<file path="src/rtl/cpu_job_dispatcher.sv">
// Job dispatcher for simple_cpu_top: queues operand pairs, launches
// one CPU job at a time and returns result, timeout flag and cycle count.
module cpu_job_dispatcher #(
  parameter int BIT_WIDTH      = 16,
  parameter int FIFO_DEPTH     = 4,
  parameter int TIMEOUT_CYCLES = 1024
) (
  input  logic                 clk,
  input  logic                 rst_n,
  input  logic                 in_valid,
  output logic                 in_ready,
  input  logic [BIT_WIDTH-1:0] in_a,
  input  logic [BIT_WIDTH-1:0] in_b,
  output logic                 out_valid,
  input  logic                 out_ready,
  output logic [BIT_WIDTH-1:0] out_result,
  output logic                 out_timeout,
  output logic [15:0]          out_cycles,
  output logic                 cpu_start,
  output logic [BIT_WIDTH-1:0] cpu_operand_a,
  output logic [BIT_WIDTH-1:0] cpu_operand_b,
  input  logic [BIT_WIDTH-1:0] cpu_result,
  input  logic                 cpu_done,
  output logic                 busy,
  output logic [15:0]          jobs_done
);

  localparam int AW = $clog2(FIFO_DEPTH);
  localparam logic [AW:0] FULL_CNT = (AW+1)'(FIFO_DEPTH);
  localparam logic [16:0] TMO = 17'(TIMEOUT_CYCLES);

  typedef enum logic [1:0] {
    S_IDLE,
    S_LAUNCH,
    S_WAIT,
    S_RESP
  } state_t;

  state_t state;

  logic [BIT_WIDTH-1:0] fifo_a [FIFO_DEPTH];
  logic [BIT_WIDTH-1:0] fifo_b [FIFO_DEPTH];
  logic [AW-1:0]        wr_ptr;
  logic [AW-1:0]        rd_ptr;
  logic [AW:0]          count;

  logic        fifo_empty;
  logic        fifo_full;
  logic        push;
  logic        pop;
  logic        done_q;
  logic        done_rise;
  logic [15:0] cnt;
  logic [16:0] cnt_inc;
  logic        tmo_hit;

  assign fifo_empty = (count == '0);
  assign fifo_full  = (count == FULL_CNT);
  assign in_ready   = !fifo_full;
  assign push       = in_valid && in_ready;
  assign pop        = (state == S_IDLE) && !fifo_empty;
  assign done_rise  = cpu_done && !done_q;
  assign cnt_inc    = {1'b0, cnt} + 17'd1;
  assign tmo_hit    = (cnt_inc == TMO);
  assign busy       = (state != S_IDLE) || !fifo_empty;

  // Storage is not reset; validity is tracked by the pointers.
  always_ff @(posedge clk) begin
    if (push) begin
      fifo_a[wr_ptr] <= in_a;
      fifo_b[wr_ptr] <= in_b;
    end
  end

  always_ff @(posedge clk or negedge rst_n) begin
    if (!rst_n) begin
      wr_ptr <= '0;
      rd_ptr <= '0;
      count  <= '0;
    end else begin
      if (push) wr_ptr <= wr_ptr + 1'b1;
      if (pop)  rd_ptr <= rd_ptr + 1'b1;
      unique case ({push, pop})
        2'b10:   count <= count + 1'b1;
        2'b01:   count <= count - 1'b1;
        default: count <= count;
      endcase
    end
  end

  always_ff @(posedge clk or negedge rst_n) begin
    if (!rst_n) begin
      state         <= S_IDLE;
      done_q        <= 1'b0;
      cnt           <= '0;
      cpu_start     <= 1'b0;
      cpu_operand_a <= '0;
      cpu_operand_b <= '0;
      out_valid     <= 1'b0;
      out_result    <= '0;
      out_timeout   <= 1'b0;
      out_cycles    <= '0;
      jobs_done     <= '0;
    end else begin
      done_q    <= cpu_done;
      cpu_start <= 1'b0;
      unique case (state)
        S_IDLE: begin
          if (!fifo_empty) begin
            cpu_operand_a <= fifo_a[rd_ptr];
            cpu_operand_b <= fifo_b[rd_ptr];
            cpu_start     <= 1'b1;
            state         <= S_LAUNCH;
          end
        end
        S_LAUNCH: begin
          cnt   <= '0;
          state <= S_WAIT;
        end
        S_WAIT: begin
          if (cnt != 16'hFFFF) cnt <= cnt_inc[15:0];
          // a completion in the timeout cycle still counts as done
          if (done_rise) begin
            out_result  <= cpu_result;
            out_timeout <= 1'b0;
            out_cycles  <= cnt_inc[15:0];
            out_valid   <= 1'b1;
            state       <= S_RESP;
          end else if (tmo_hit) begin
            out_result  <= '0;
            out_timeout <= 1'b1;
            out_cycles  <= TMO[15:0];
            out_valid   <= 1'b1;
            state       <= S_RESP;
          end
        end
        S_RESP: begin
          if (out_ready) begin
            out_valid <= 1'b0;
            jobs_done <= jobs_done + 16'd1;
            state     <= S_IDLE;
          end
        end
        default: state <= S_IDLE;
      endcase
    end
  end

endmodule

</file>
<file path="config.mk">
export PLATFORM = sky130hd
export DESIGN_NAME = cpu_job_dispatcher
export DESIGN_NICKNAME = d
export VERILOG_FILES = /design/src/rtl/cpu_job_dispatcher.sv
export SDC_FILE = /design/constraint.sdc
export NUM_CORES = 1
export LEC_CHECK = 0
export CAP_MARGIN = 40
export CORE_MARGIN = 3
export CORE_UTILIZATION = 35
export CTS_CLUSTER_SIZE = 25
export DETAILED_ROUTE_END_ITERATION = 10
export PLACE_DENSITY = 0.62
export SKIP_CTS_REPAIR_TIMING = 1
export SLEW_MARGIN = 15
export SYNTH_ARGS = -nofsm -noshare
export SYNTH_HDL_FRONTEND = slang
export SYNTH_SLANG_ARGS = --single-unit
</file>
<file path="constraint.sdc">
create_clock -name clk -period 7.58 [get_ports clk]
set_clock_uncertainty 0.05 [all_clocks]
set_input_delay 0.758 -clock clk [delete_from_list [all_inputs] [get_ports clk]]
set_output_delay 0.758 -clock clk [all_outputs]
set_load 0.02 [all_outputs]
</file>
; ---- Yosys cells after proc, flatten, opt, wreduce, memory -nomap -nowiden
; Memories as Yosys holds them, arrays and structs flattened. A register that Yosys moved wholly into a read port is not among the register bits.
; Index checks and enable logic that the tools add are counted.
[word_totals]
reg_bits = 77
latch_bits = 0
ram_bits = 128
rom_bits = 0
input_bits = 53
mem_count = 2
[memory_table]
columns = name, words, word_bits, rd, rd_clocked_by_memory_dff, write_ports, line_no
row1 = fifo_a, 4, 16, 1, 1, 1, 41  ; logic [BIT_WIDTH-1:0] fifo_a [FIFO_DEPTH];
row2 = fifo_b, 4, 16, 1, 1, 1, 42  ; logic [BIT_WIDTH-1:0] fifo_b [FIFO_DEPTH];
[op_classes]
addsub = 6
multipliers = 0
div = 0
magnitude_cmp = 0
eq_ne = 12
shifts = 0
mux = 21
bitwise_logic = 1
reduce_logical = 22
[ops]
columns = operator, count
row1 = two-way mux 16 bit, 5
row2 = case mux 16 bit (2 select lines), 1
row3 = "adder 16 x 1 -> 17 bit, second input constant", 1
row4 = "equality test 17 x 11 -> 1 bit, second input constant", 1
row5 = "adder 16 x 1 -> 16 bit, second input constant", 1
row6 = "inequality test 16 bit, second input constant", 1
row7 = nonzero test 2 bit, 5
row8 = two-way mux 1 bit, 8
row9 = two-way mux 2 bit, 4
row10 = case mux 2 bit (4 select lines), 1
row11 = AND reduction 2 bit, 4
row12 = "equality test 2 bit, second input constant", 3
row13 = "inequality test 2 bit, second input constant", 3
row14 = case mux 3 bit (2 select lines), 1
row15 = AND reduction 3 bit, 2
row16 = zero test 1 bit, 5
row17 = "adder 2 x 1 -> 2 bit, second input constant", 2
row18 = "equality test 2 x 1 -> 1 bit, second input constant", 2
row19 = "adder 3 x 1 -> 3 bit, second input constant", 1
row20 = "equality test 3 bit, second input constant", 1
row21 = logical AND 1 bit, 3
row22 = zero test 3 bit, 1
row23 = "inequality test 3 bit, second input constant", 1
row24 = "subtractor 3 x 1 -> 3 bit, second input constant", 1
row25 = other kinds (4), 4

; ---- Logic depth before layout (Yosys ltp)
; Gate-level depths: netlist of the first run.
[logic_depth]
word_depth = 5
depth_mapped = 11

; ---- Worst setup path after synthesis of the first run
; No wires, ideal clock.
[synth_path]
path_kind = reg2reg
startpoint = register cnt[0]
endpoint = register state[1]
setup_time_ns = 0.124
arrival_ns = 2.366
required_ns = 7.406
slack_ns = 5.040
stages_incl_launch_ff = 9
path_cell_list = dfrtp_1 ha_1 buf_2 nand3_1 nor4_1 xnor2_1 nand3_1 or3b_2 a211o_1
[synth_between]
elab_chain_cells = 4
[synth_rtl]
columns = element, line_no
row1 = start: declaration, 53  ; logic [15:0] cnt;
row2 = start signal: assignment, 121  ; if (cnt != 16'hFFFF) cnt <= cnt_inc[15:0];
row3 = adder 16 x 1 -> 17 bit, 63  ; assign cnt_inc = {1'b0, cnt} + 17'd1;
row4 = equality test 17 x 11 -> 1 bit, 64  ; assign tmo_hit = (cnt_inc == TMO);
row5 = inequality test 3 bit (no line), -
row6 = AND reduction 3 bit (no line), -
row7 = end signal: assignment, 93  ; state <= S_IDLE;
row8 = end signal: assignment, 113  ; state <= S_LAUNCH;
row9 = end signal: assignment, 118  ; state <= S_WAIT;
row10 = end: declaration, 39  ; state_t state;
; Every way passes these cells.
; A chain may end at the register's enable or synchronous reset.

; ---- Worst setup path after layout of the first run
[layout_path]
startpoint = register cnt[2]
endpoint = register out_result[12]
[layout_between]
elab_chain_cells = 4
[layout_rtl]
columns = element, line_no
row1 = adder 16 x 1 -> 17 bit, 63
row2 = equality test 17 x 11 -> 1 bit, 64
row3 = nonzero test 2 bit (no line), -
row4 = AND reduction 2 bit (no line), -
row5 = end signal: assignment, 124  ; out_result <= cpu_result;
row6 = end: declaration, 16  ; output logic [BIT_WIDTH-1:0] out_result,
; Every way passes these cells.

==> flow_summary_export.csv, run 1 <==
group,metric,value,unit
run_status,status,"completed",
timing,tightest_slew,721,ps
setup_path,path_max_fanout,19,
hold_path,hp-class,"primary input to asynchronous set/reset pin",
logic_synthesis,synth_warnings,0,
detailed_routing,drt-vias-per-instance,4.81,
setup_path,crit_arrival,3490,ps
grt,grt_most_used_layer,"met2",
timing,timing.slew.headroom,0.519,
timing,finalSetupTns,0,ps
grt,grt_pass1_vias,6246,
logic_synthesis,synth.distinct_cells,47,
logic_synthesis,ys_ff_latch,237,
timing,post-route-period-util,0.414,
setup_path,cp_cell_sequence,"nand3_1 -> or4_1 -> mux2i_1 -> or4_4 -> o21ai_4 -> buf_16 -> o21ai_0",
timing,max_freq,318,MHz
setup_path,crit_end,"out_result[12]",
grt,met3_usage,0.0334,
detailed_routing,vias,5713,
detailed_routing,wl,20400,um
finish,drive_gt1_frac,0.167,
logic_synthesis,ys_seq_area_frac,0.675,
grt,gr-total-overflow,0,
logic_synthesis,postSynth.asyncResetShare,0.460,
setup_path,reg2reg_from,"cnt[2]",
timing,setup_violations,0,
finish,fin_area,12600,um2
logic_synthesis,synth-edff-count,128,
detailed_routing,drt_first_iter_violations,305,
detailed_routing,ant_nets,0,
placement,dpl-instance-area,11600,um2
setup_path,crit_required,7930,ps
cts,clkLatencyLatePin,530,ps
placement,gp_congestion,0.800,
detailed_routing,route.detailed.wl_per_inst,17.1,um
setup_path,endpoint_kind,"register",
floorplanning,core,27100,um2
timing,slew_violations,0,
timing,rsz0062_at_grt,"no",
timing,hold_violations,0,
finish,n_antenna_cell,0,
cts,cts-htree-levels,1,
cts,cts_tree,"yes",
detailed_routing,drt_pre_antenna_iters,4,
cts,cts-root-buf,"clkbuf_16",
finish,fill_cells,2392,
grt,grt_pass1_wl,33700,um
grt,antenna_found_initial,0,
finish,fin_cells,1187,
logic_synthesis,synth_nets,715,
pwr,power,4820,uW
cts,cts_sinks,237,
pwr,ir_worst_vdd,0.000271,V
pwr,powerDensity,383,nW/um2
grt,track_usage,0.138,
timing,holdWs,164,ps
floorplanning,dieWidth,173,um
logic_synthesis,synth.avg_cell_area,15.0,um2
grt,use_met2,0.234,
job,drv_cap,0,
setup_path,max_stage_delay,710,ps
logic_synthesis,synth_area,9730,um2
placement,port_buffers,137,
cts,clk_pin_slew_worst_paths,60,ps
floorplanning,initial_core_util,0.359,
pwr,p_leak,0.00478,uW
cts,clockBufferDepth,3,
logic_synthesis,yosys_most_used_dff,"edfxtp_1",
finish,fin_nets,862,
floorplanning,ios,138,
placement,place_hpwl,13400,um
grt,grtUsageMet1,0.178,
setup_path,timing.rr.end,"out_result[12]",
setup_path,r2r_cells,7,
floorplanning,die_h,173,um
cts,cts_buffers,26,
grt,grt_max_degree,44,
floorplanning,rows,60,
setup_path,worst_setup_path_start_kind,"register",
placement,dp_cells,1139,
detailed_routing,drcViolationCount,0,
floorplanning,dieArea,29800,um2
logic_synthesis,syn_inst,648,
setup_path,setup.worst_path.class,"register to register",
setup_path,crit_slowest_cell,"or4_1",
timing,finalCriticalPeriod,3140,ps
setup_path,worstSetupStartpoint,"cnt[2]",
finish,syn2layout_area_growth,29.3,%
setup_path,regToRegSetupSlack,4440,ps
[cell families after synthesis]
| group | count (synthesis) | synth area share |
|---|---|---|
| flops | 237 | 0.675 |
| simple gates | 112 | 0.0594 |
| compound gates | 111 | 0.0722 |
| buf+inv | 75 | 0.0309 |
| mux | 68 | 0.115 |
| xor+xnor | 31 | 0.0279 |
| fa+ha+maj | 14 | 0.0188 |
[power by group]
part,switching [uW],internal [uW]
logic,807,794
clock network,502,853
registers,167,1690
[registers in the layout, summed over array words and instances, names as in the netlist, 3 cells and up]
register	count
count	3
cpu_operand_a	16
cpu_operand_b	16
out_result	16
fifo_b	64
out_cycles	16
fifo_a	64
cnt	16
jobs_done	16
[critical path, delay by kind of cell (launching register included)]
family | cells | cell delay (ps)
DFF | 1 | 470
and+or+nand+nor | 3 | 1600
muxes | 1 | 170
AOI/OAI and AO/OA | 2 | 510
buffers and inverters | 1 | 210
[how the worst min path moves through the flow]
stage | startpoint | slack [ps] | endpoint | cells past startpoint
5_1_grt | rst_n | 200 | jobs_done[15] | 1
6_report | rst_n | 160 | jobs_done[15] | 1
4_1_cts | rst_n | 170 | jobs_done[4] | 1
3_5_place_dp | jobs_done[8] | 440 | jobs_done[8] | 1
3_3_place_gp | jobs_done[15] | 410 | jobs_done[15] | 1
2_1_floorplan | rst_n | 410 | cnt[0] | 0
[synthesized netlist by cell type, types with 2 or more instances]
library cell / instances / share of area
buf_4: 3 / 0.0023
ha_1: 13 / 0.017
o31a_1: 2 / 0.0018
nand2b_1: 5 / 0.0032
a22oi_1: 27 / 0.021
o21ai_0: 32 / 0.016
inv_1: 43 / 0.017
o31ai_1: 4 / 0.0031
and3_1: 10 / 0.0064
nand3_1: 13 / 0.0067
and2_1: 4 / 0.0026
a21oi_1: 10 / 0.0051
nor3_2: 2 / 0.0021
buf_1: 4 / 0.0015
o21a_1: 2 / 0.0015
o21ai_1: 20 / 0.010
nor3_1: 11 / 0.0057
or4_4: 2 / 0.0023
xor2_1: 10 / 0.0090
xnor2_1: 21 / 0.019
mux2i_1: 3 / 0.0031
nor2b_1: 2 / 0.0013
mux4_2: 32 / 0.074
nand4_1: 4 / 0.0026
nor4_1: 5 / 0.0032
a22o_1: 7 / 0.0063
edfxtp_1: 128 / 0.40
clkbuf_1: 18 / 0.0069
mux2_2: 33 / 0.038
nor2_1: 19 / 0.0073
buf_2: 6 / 0.0031
or3_1: 2 / 0.0013
nand2_1: 29 / 0.011
dfrtp_1: 109 / 0.28
[stage by stage]
step,utilization,setup slack [ps]
floorplan,-,5040
global placement,0.424,4290
detailed placement,0.429,4450
CTS,0.464,4440
global route,0.464,4200
finish,0.464,4440
[layout make-up]
cell class | count | area [um2] | share of cell area
inverters | 44 | 165 | 0.0131
multi-input cells | 336 | 2860 | 0.228
clock buffers | 36 | 738 | 0.0587
flip-flops and latches | 237 | 6570 | 0.523
repair buffers | 150 | 1560 | 0.124
well taps | 372 | 465 | 0.0370
clock inverters | 12 | 211 | 0.0168
[layer usage]
| metal | wire length [um] | share of wire | vias to the layer above |
|---|---|---|---|
| li1 | - | - | 2707 |
| met1 | 8660 | 0.43 | 2830 |
| met2 | 10000 | 0.49 | 141 |
| met3 | 1160 | 0.057 | 35 |
| met4 | 520 | 0.026 | 0 |
| met5 | 0 | 0 | - |
[layout by cell type (no fill, tap or decap), drive strengths merged, types with 13 or more instances in the layout]
cell           netlist  layout
nand2               29      29
nor2                19      19
mux2                33      33
inv                 43      43
clkbuf              18      36
edfxtp             128     128
dfrtp              109     109
nor3                13      13
ha                  13      13
nand3               13      13
clkdlybuf4s50        0     136
a22oi               27      27
buf                 13      14
mux4                32      32
xnor2               21      21
o21ai               53      53
No activity file was read; power rests on OpenSTA's default activity.
==> run 2: changes to the inputs <==
- clock period: 7.58 -> 3.2 ns (I/O delays scaled with it)
==> run 2 against run 1 <==
  * Maximum frequency is 9.4% higher
  * Via count is 1.2% higher
  * First-iteration DRC count is 6.9% lower
  * Critical endpoint is now out_result[14]
  * Largest cell class unchanged
  * Largest power group unchanged
==> flow_summary_export.csv, run 2 (synthesized netlist as in run 1, its figures left out) <==
group,metric,value,unit
cts,cts_buffers,26,
detailed_routing,drt_first_iter_violations,284,
pwr,ir_worst_vdd,0.000540,V
floorplanning,ios,138,
grt,track_usage,0.141,
cts,cts-root-buf,"clkbuf_16",
timing,finalSetupTns,0,ps
detailed_routing,drt-vias-per-instance,4.83,
finish,drive_gt1_frac,0.175,
grt,gr-total-overflow,0,
placement,gp_congestion,0.891,
setup_path,worstSetupStartpoint,"cnt[0]",
timing,holdWs,93.9,ps
grt,antenna_found_initial,0,
finish,final_common_cell,"clkdlybuf4s50_1",
placement,port_buffers,137,
cts,cts-htree-levels,1,
setup_path,crit_required,3550,ps
finish,layout_common_cells,"136 x clkdlybuf4s50_1, 128 x edfxtp_1, 108 x dfrtp_1, 43 x inv_1, 33 x mux2_2",
finish,n_antenna_cell,0,
placement,dp_cells,1146,
cts,cts_sinks,237,
finish,fin_nets,871,
timing,setup_ws,331,ps
finish,fin_cells,1196,
setup_path,regToRegSetupSlack,330,ps
setup_path,crit_arrival,3220,ps
setup_path,path_max_fanout,20,
detailed_routing,drcViolationCount,0,
floorplanning,core,27100,um2
grt,grt_pass1_vias,6136,
floorplanning,die_h,173,um
pwr,p_leak,0.00478,uW
floorplanning,rows,60,
setup_path,setup.worst_path.class,"register to register",
detailed_routing,wl,21000,um
timing,tightest_slew,540,ps
pwr,clkPwrFrac,0.266,
grt,grt_max_degree,59,
floorplanning,initial_core_util,0.359,
detailed_routing,route.detailed.wl_per_inst,17.5,um
grt,grt_pass1_wl,34200,um
pwr,p_int,7680,uW
timing,setup_violations,0,
run_status,status,"completed",
timing,hold_violations,0,
timing,max_freq,348,MHz
setup_path,reg2reg_from,"cnt[0]",
pwr,net-switching-power,3540,uW
floorplanning,dieArea,29800,um2
job,drv_cap,0,
pwr,powerDensity,894,nW/um2
detailed_routing,drt_pre_antenna_iters,4,
setup_path,worst_setup_path_start_kind,"register",
finish,syn2layout_area_growth,29.0,%
finish,largestRegisters,"fifo_a x64, fifo_b x64",
setup_path,endpoint_kind,"register",
floorplanning,dieWidth,173,um
finish,fill_cells,2405,
finish,seq_area,6570,um2
placement,post-place-ws,298,ps
detailed_routing,vias,5782,
cts,clkLatencyLatePin,540,ps
timing,finalCriticalPeriod,2870,ps
finish,multi_input_area,2870,um2
placement,place_hpwl,13800,um
hold_path,hp-class,"primary input to asynchronous set/reset pin",
timing,timing.slew.headroom,0.640,
timing,post-route-period-util,0.897,
pwr,seqPwrFrac,0.393,
detailed_routing,ant_nets,0,
cts,clk_pin_slew_worst_paths,60,ps
cts,cts_tree,"yes",
timing,slew_violations,0,
pwr,share_comb_of_total_power,0.341,
pwr,p_sw_frac,0.316,
timing,rsz0062_at_grt,"no",
cts,clockBufferDepth,3,
==> run 2: cell type report <==
type / count / share of cell area
Tap cell: 372 / 0.0371
Inverter: 44 / 0.0132
Clock inverter: 17 / 0.0151
Sequential cell: 237 / 0.524
Timing Repair Buffer: 159 / 0.128
Clock buffer: 31 / 0.0542
Multi-Input combinational cell: 336 / 0.229
==> run 2: stage by stage <==
| step | power, uW | cell area [um2] | utilization |
|---|---|---|---|
| finish | 11200 | 12500 | 0.463 |
| floorplan | 6780 | 9730 | - |
| global placement | 8320 | 11600 | 0.429 |
| detailed placement | 8370 | 11600 | 0.429 |
| CTS | 11400 | 12500 | 0.461 |
| global route | 11900 | 12500 | 0.463 |
==> run 2: path summary, 6_finish.rpt <==
path	endpoint	depth (start not counted)
max in group asynchronous	out_result[5]	4
max	out_result[14]	8
min in group clk	done_q	1
max reg2reg	out_result[14]	8
min	jobs_done[12]	2
min reg2reg	jobs_done[15]	1
==> run 2: routing by layer <==
metal,vias to the layer above,wire [um],track usage
li1,2721,-,-
met1,2867,9300,0.188
met2,157,10000,0.234
met3,37,1170,0.0323
met4,0,486,0.0365
met5,-,0,0
==> run 2: critical path, cell delays in order (launching register included) <==
cell and delay, ps:
dfrtp_1 470, ha_2 320, nand3_1 200, nor4_1 410, o32ai_1 190, or4_4 540
o21ai_4 150, buf_4 270, o21ai_0 120
==> run 2: power by group through the flow <==
stage               sequential, uW  clock, uW  combinational (uW)
floorplan                     4770          0                2000
global placement              4460          0                3860
detailed placement            4480          0                3880
CTS                           4430       3090                3900
global route                  4530       3200                4180
finish                        4410       2980                3820
==> run 3: changes to the inputs <==
- CORE_UTILIZATION: 35 -> 54
- MAX_ROUTING_LAYER: default -> met4
- PLACE_DENSITY: 0.62 -> 0.86
==> run 3 against run 2 <==
  * Wire length increased by 0.78%
  * Core utilization rose by 24 points
  * Flip-flop and latch count stayed put
  * Critical endpoint is now out_result[8]
  * Highest routed layer unchanged
==> flow_summary_export.csv, run 3 (synthesized netlist as in run 1, its figures left out) <==
group,metric,value,unit
cts,cts-htree-levels,1,
detailed_routing,drcViolationCount,0,
finish,layout_common_cells,"136 x clkdlybuf4s50_1, 128 x edfxtp_1, 108 x dfrtp_1, 43 x inv_1, 33 x mux2_2",
pwr,p_leak,0.00473,uW
floorplanning,die_h,140,um
finish,largestRegisters,"fifo_a x64, fifo_b x64",
timing,setup_violations,0,
pwr,powerDensity,903,nW/um2
floorplanning,core,17500,um2
setup_path,max_stage_delay,540,ps
floorplanning,rows,48,
pwr,share_comb_of_total_power,0.346,
setup_path,crit_slowest_cell,"or4_4",
setup_path,cp_cell_sequence,"ha_2 -> nand3_1 -> nor4_1 -> o32ai_1 -> or4_4 -> o21ai_4 -> buf_4 -> o21ai_0",
timing,post-route-period-util,0.915,
pwr,clkPwrFrac,0.252,
setup_path,regToRegSetupSlack,270,ps
finish,drive_gt1_frac,0.164,
pwr,ir_worst_vdd,0.000640,V
grt,track_usage,0.225,
setup_path,endpoint_kind,"register",
setup_path,setup.worst_path.class,"register to register",
pwr,net-switching-power,3530,uW
setup_path,critical_path.top_delay_family,"simple AND/OR/NAND/NOR gates",
run_status,status,"completed",
timing,timing.slew.headroom,0.646,
cts,cts_tree,"yes",
cts,cts-root-buf,"clkbuf_16",
timing,hold_violations,0,
cts,cts_sinks,237,
timing,finalCriticalPeriod,2930,ps
placement,port_buffers,137,
finish,syn2layout_area_growth,26.2,%
pwr,p_int,7550,uW
timing,holdWs,143,ps
setup_path,worstSetupStartpoint,"cnt[0]",
floorplanning,dieArea,19700,um2
cts,clockBufferDepth,3,
setup_path,path_max_fanout,33,
floorplanning,dieWidth,140,um
setup_path,reg2reg_from,"cnt[0]",
grt,grt_pass1_wl,34100,um
detailed_routing,route.detailed.wl_per_inst,20.2,um
hold_path,hp-class,"primary input to asynchronous set/reset pin",
cts,clkLatencyLatePin,530,ps
grt,antenna_found_initial,0,
pwr,seqPwrFrac,0.403,
setup_path,crit_required,3530,ps
detailed_routing,drt_first_iter_violations,301,
timing,rsz0062_at_grt,"no",
detailed_routing,ant_nets,0,
grt,gr-total-overflow,0,
floorplanning,ios,138,
placement,gp_congestion,0.882,
timing,slew_violations,0,
pwr,p_sw_frac,0.318,
timing,finalSetupTns,0,ps
finish,fin_nets,867,
floorplanning,initial_core_util,0.557,
grt,grt_max_degree,55,
detailed_routing,wl,21100,um
setup_path,crit_arrival,3260,ps
placement,place_hpwl,13900,um
detailed_routing,drt-vias-per-instance,5.74,
grt,grt_pass1_vias,6255,
finish,n_antenna_cell,0,
job,drv_cap,0,
setup_path,worst_setup_path_start_kind,"register",
setup_path,path_buf_inv,1,
timing,max_freq,342,MHz
detailed_routing,drt_pre_antenna_iters,5,
detailed_routing,vias,5982,
finish,final_common_cell,"clkdlybuf4s50_1",
cts,cts_buffers,24,
timing,tightest_slew,530,ps
cts,clk_pin_slew_worst_paths,60,ps
-- run 3: final timing paths --
check | endpoint | cells past startpoint
hold reg to reg | jobs_done[15] | 1
max in group asynchronous | rd_ptr[1] | 4
setup reg to reg | out_result[8] | 8
min in group clk | done_q | 1
setup / recovery | out_result[8] | 8
hold / removal | cpu_operand_b[11] | 2
-- run 3: layout make-up --
cell class                 count  area (um2)
sequential                   237        6570
inverter                      44         165
timing repair buffer         157        1600
multi-input combinational    336        2860
fill                        1171        5200
tap                          225         282
clock buffer                  31         627
clock inverter                13         161
-- run 3: stage by stage --
step | cell area, um2 | total power [uW] | util | cells | setup slack [ps]
floorplan | 9730 | 6780 | - | 648 | 660
global placement | 11400 | 8100 | 0.650 | 992 | 367
detailed placement | 11500 | 8360 | 0.657 | 998 | 256
CTS | 12300 | 11200 | 0.702 | 1042 | 257
global route | 12300 | 11700 | 0.702 | 1043 | 46.3
finish | 12300 | 11100 | 0.702 | 1043 | 274
-- run 3: power groups by stage --
stage | sequential (uW) | combinational, uW | clock, uW
6_report | 4460 | 3830 | 2790
5_1_grt | 4550 | 4160 | 2960
4_1_cts | 4480 | 3890 | 2830
3_5_place_dp | 4520 | 3840 | 0
3_3_place_gp | 4470 | 3630 | 0
2_1_floorplan | 4770 | 2000 | 0
-- run 3: worst register-to-register path: stages (launching register included) --
cell     delay (ps)
dfrtp_1         490
ha_2            310
nand3_1         170
nor4_1          410
o32ai_1         200
or4_4           540
o21ai_4         130
buf_4           330
o21ai_0         160
-- run 3: routing by layer --
| metal | GRT usage | up-vias | part of all wire |
|---|---|---|---|
| met2 | 0.373 | 214 | 0.50 |
| met4 | 0.0571 | 0 | 0.025 |
| li1 | - | 2705 | - |
| met5 | - | - | 0 |
| met3 | 0.0481 | 43 | 0.065 |
| met1 | 0.288 | 3020 | 0.41 |
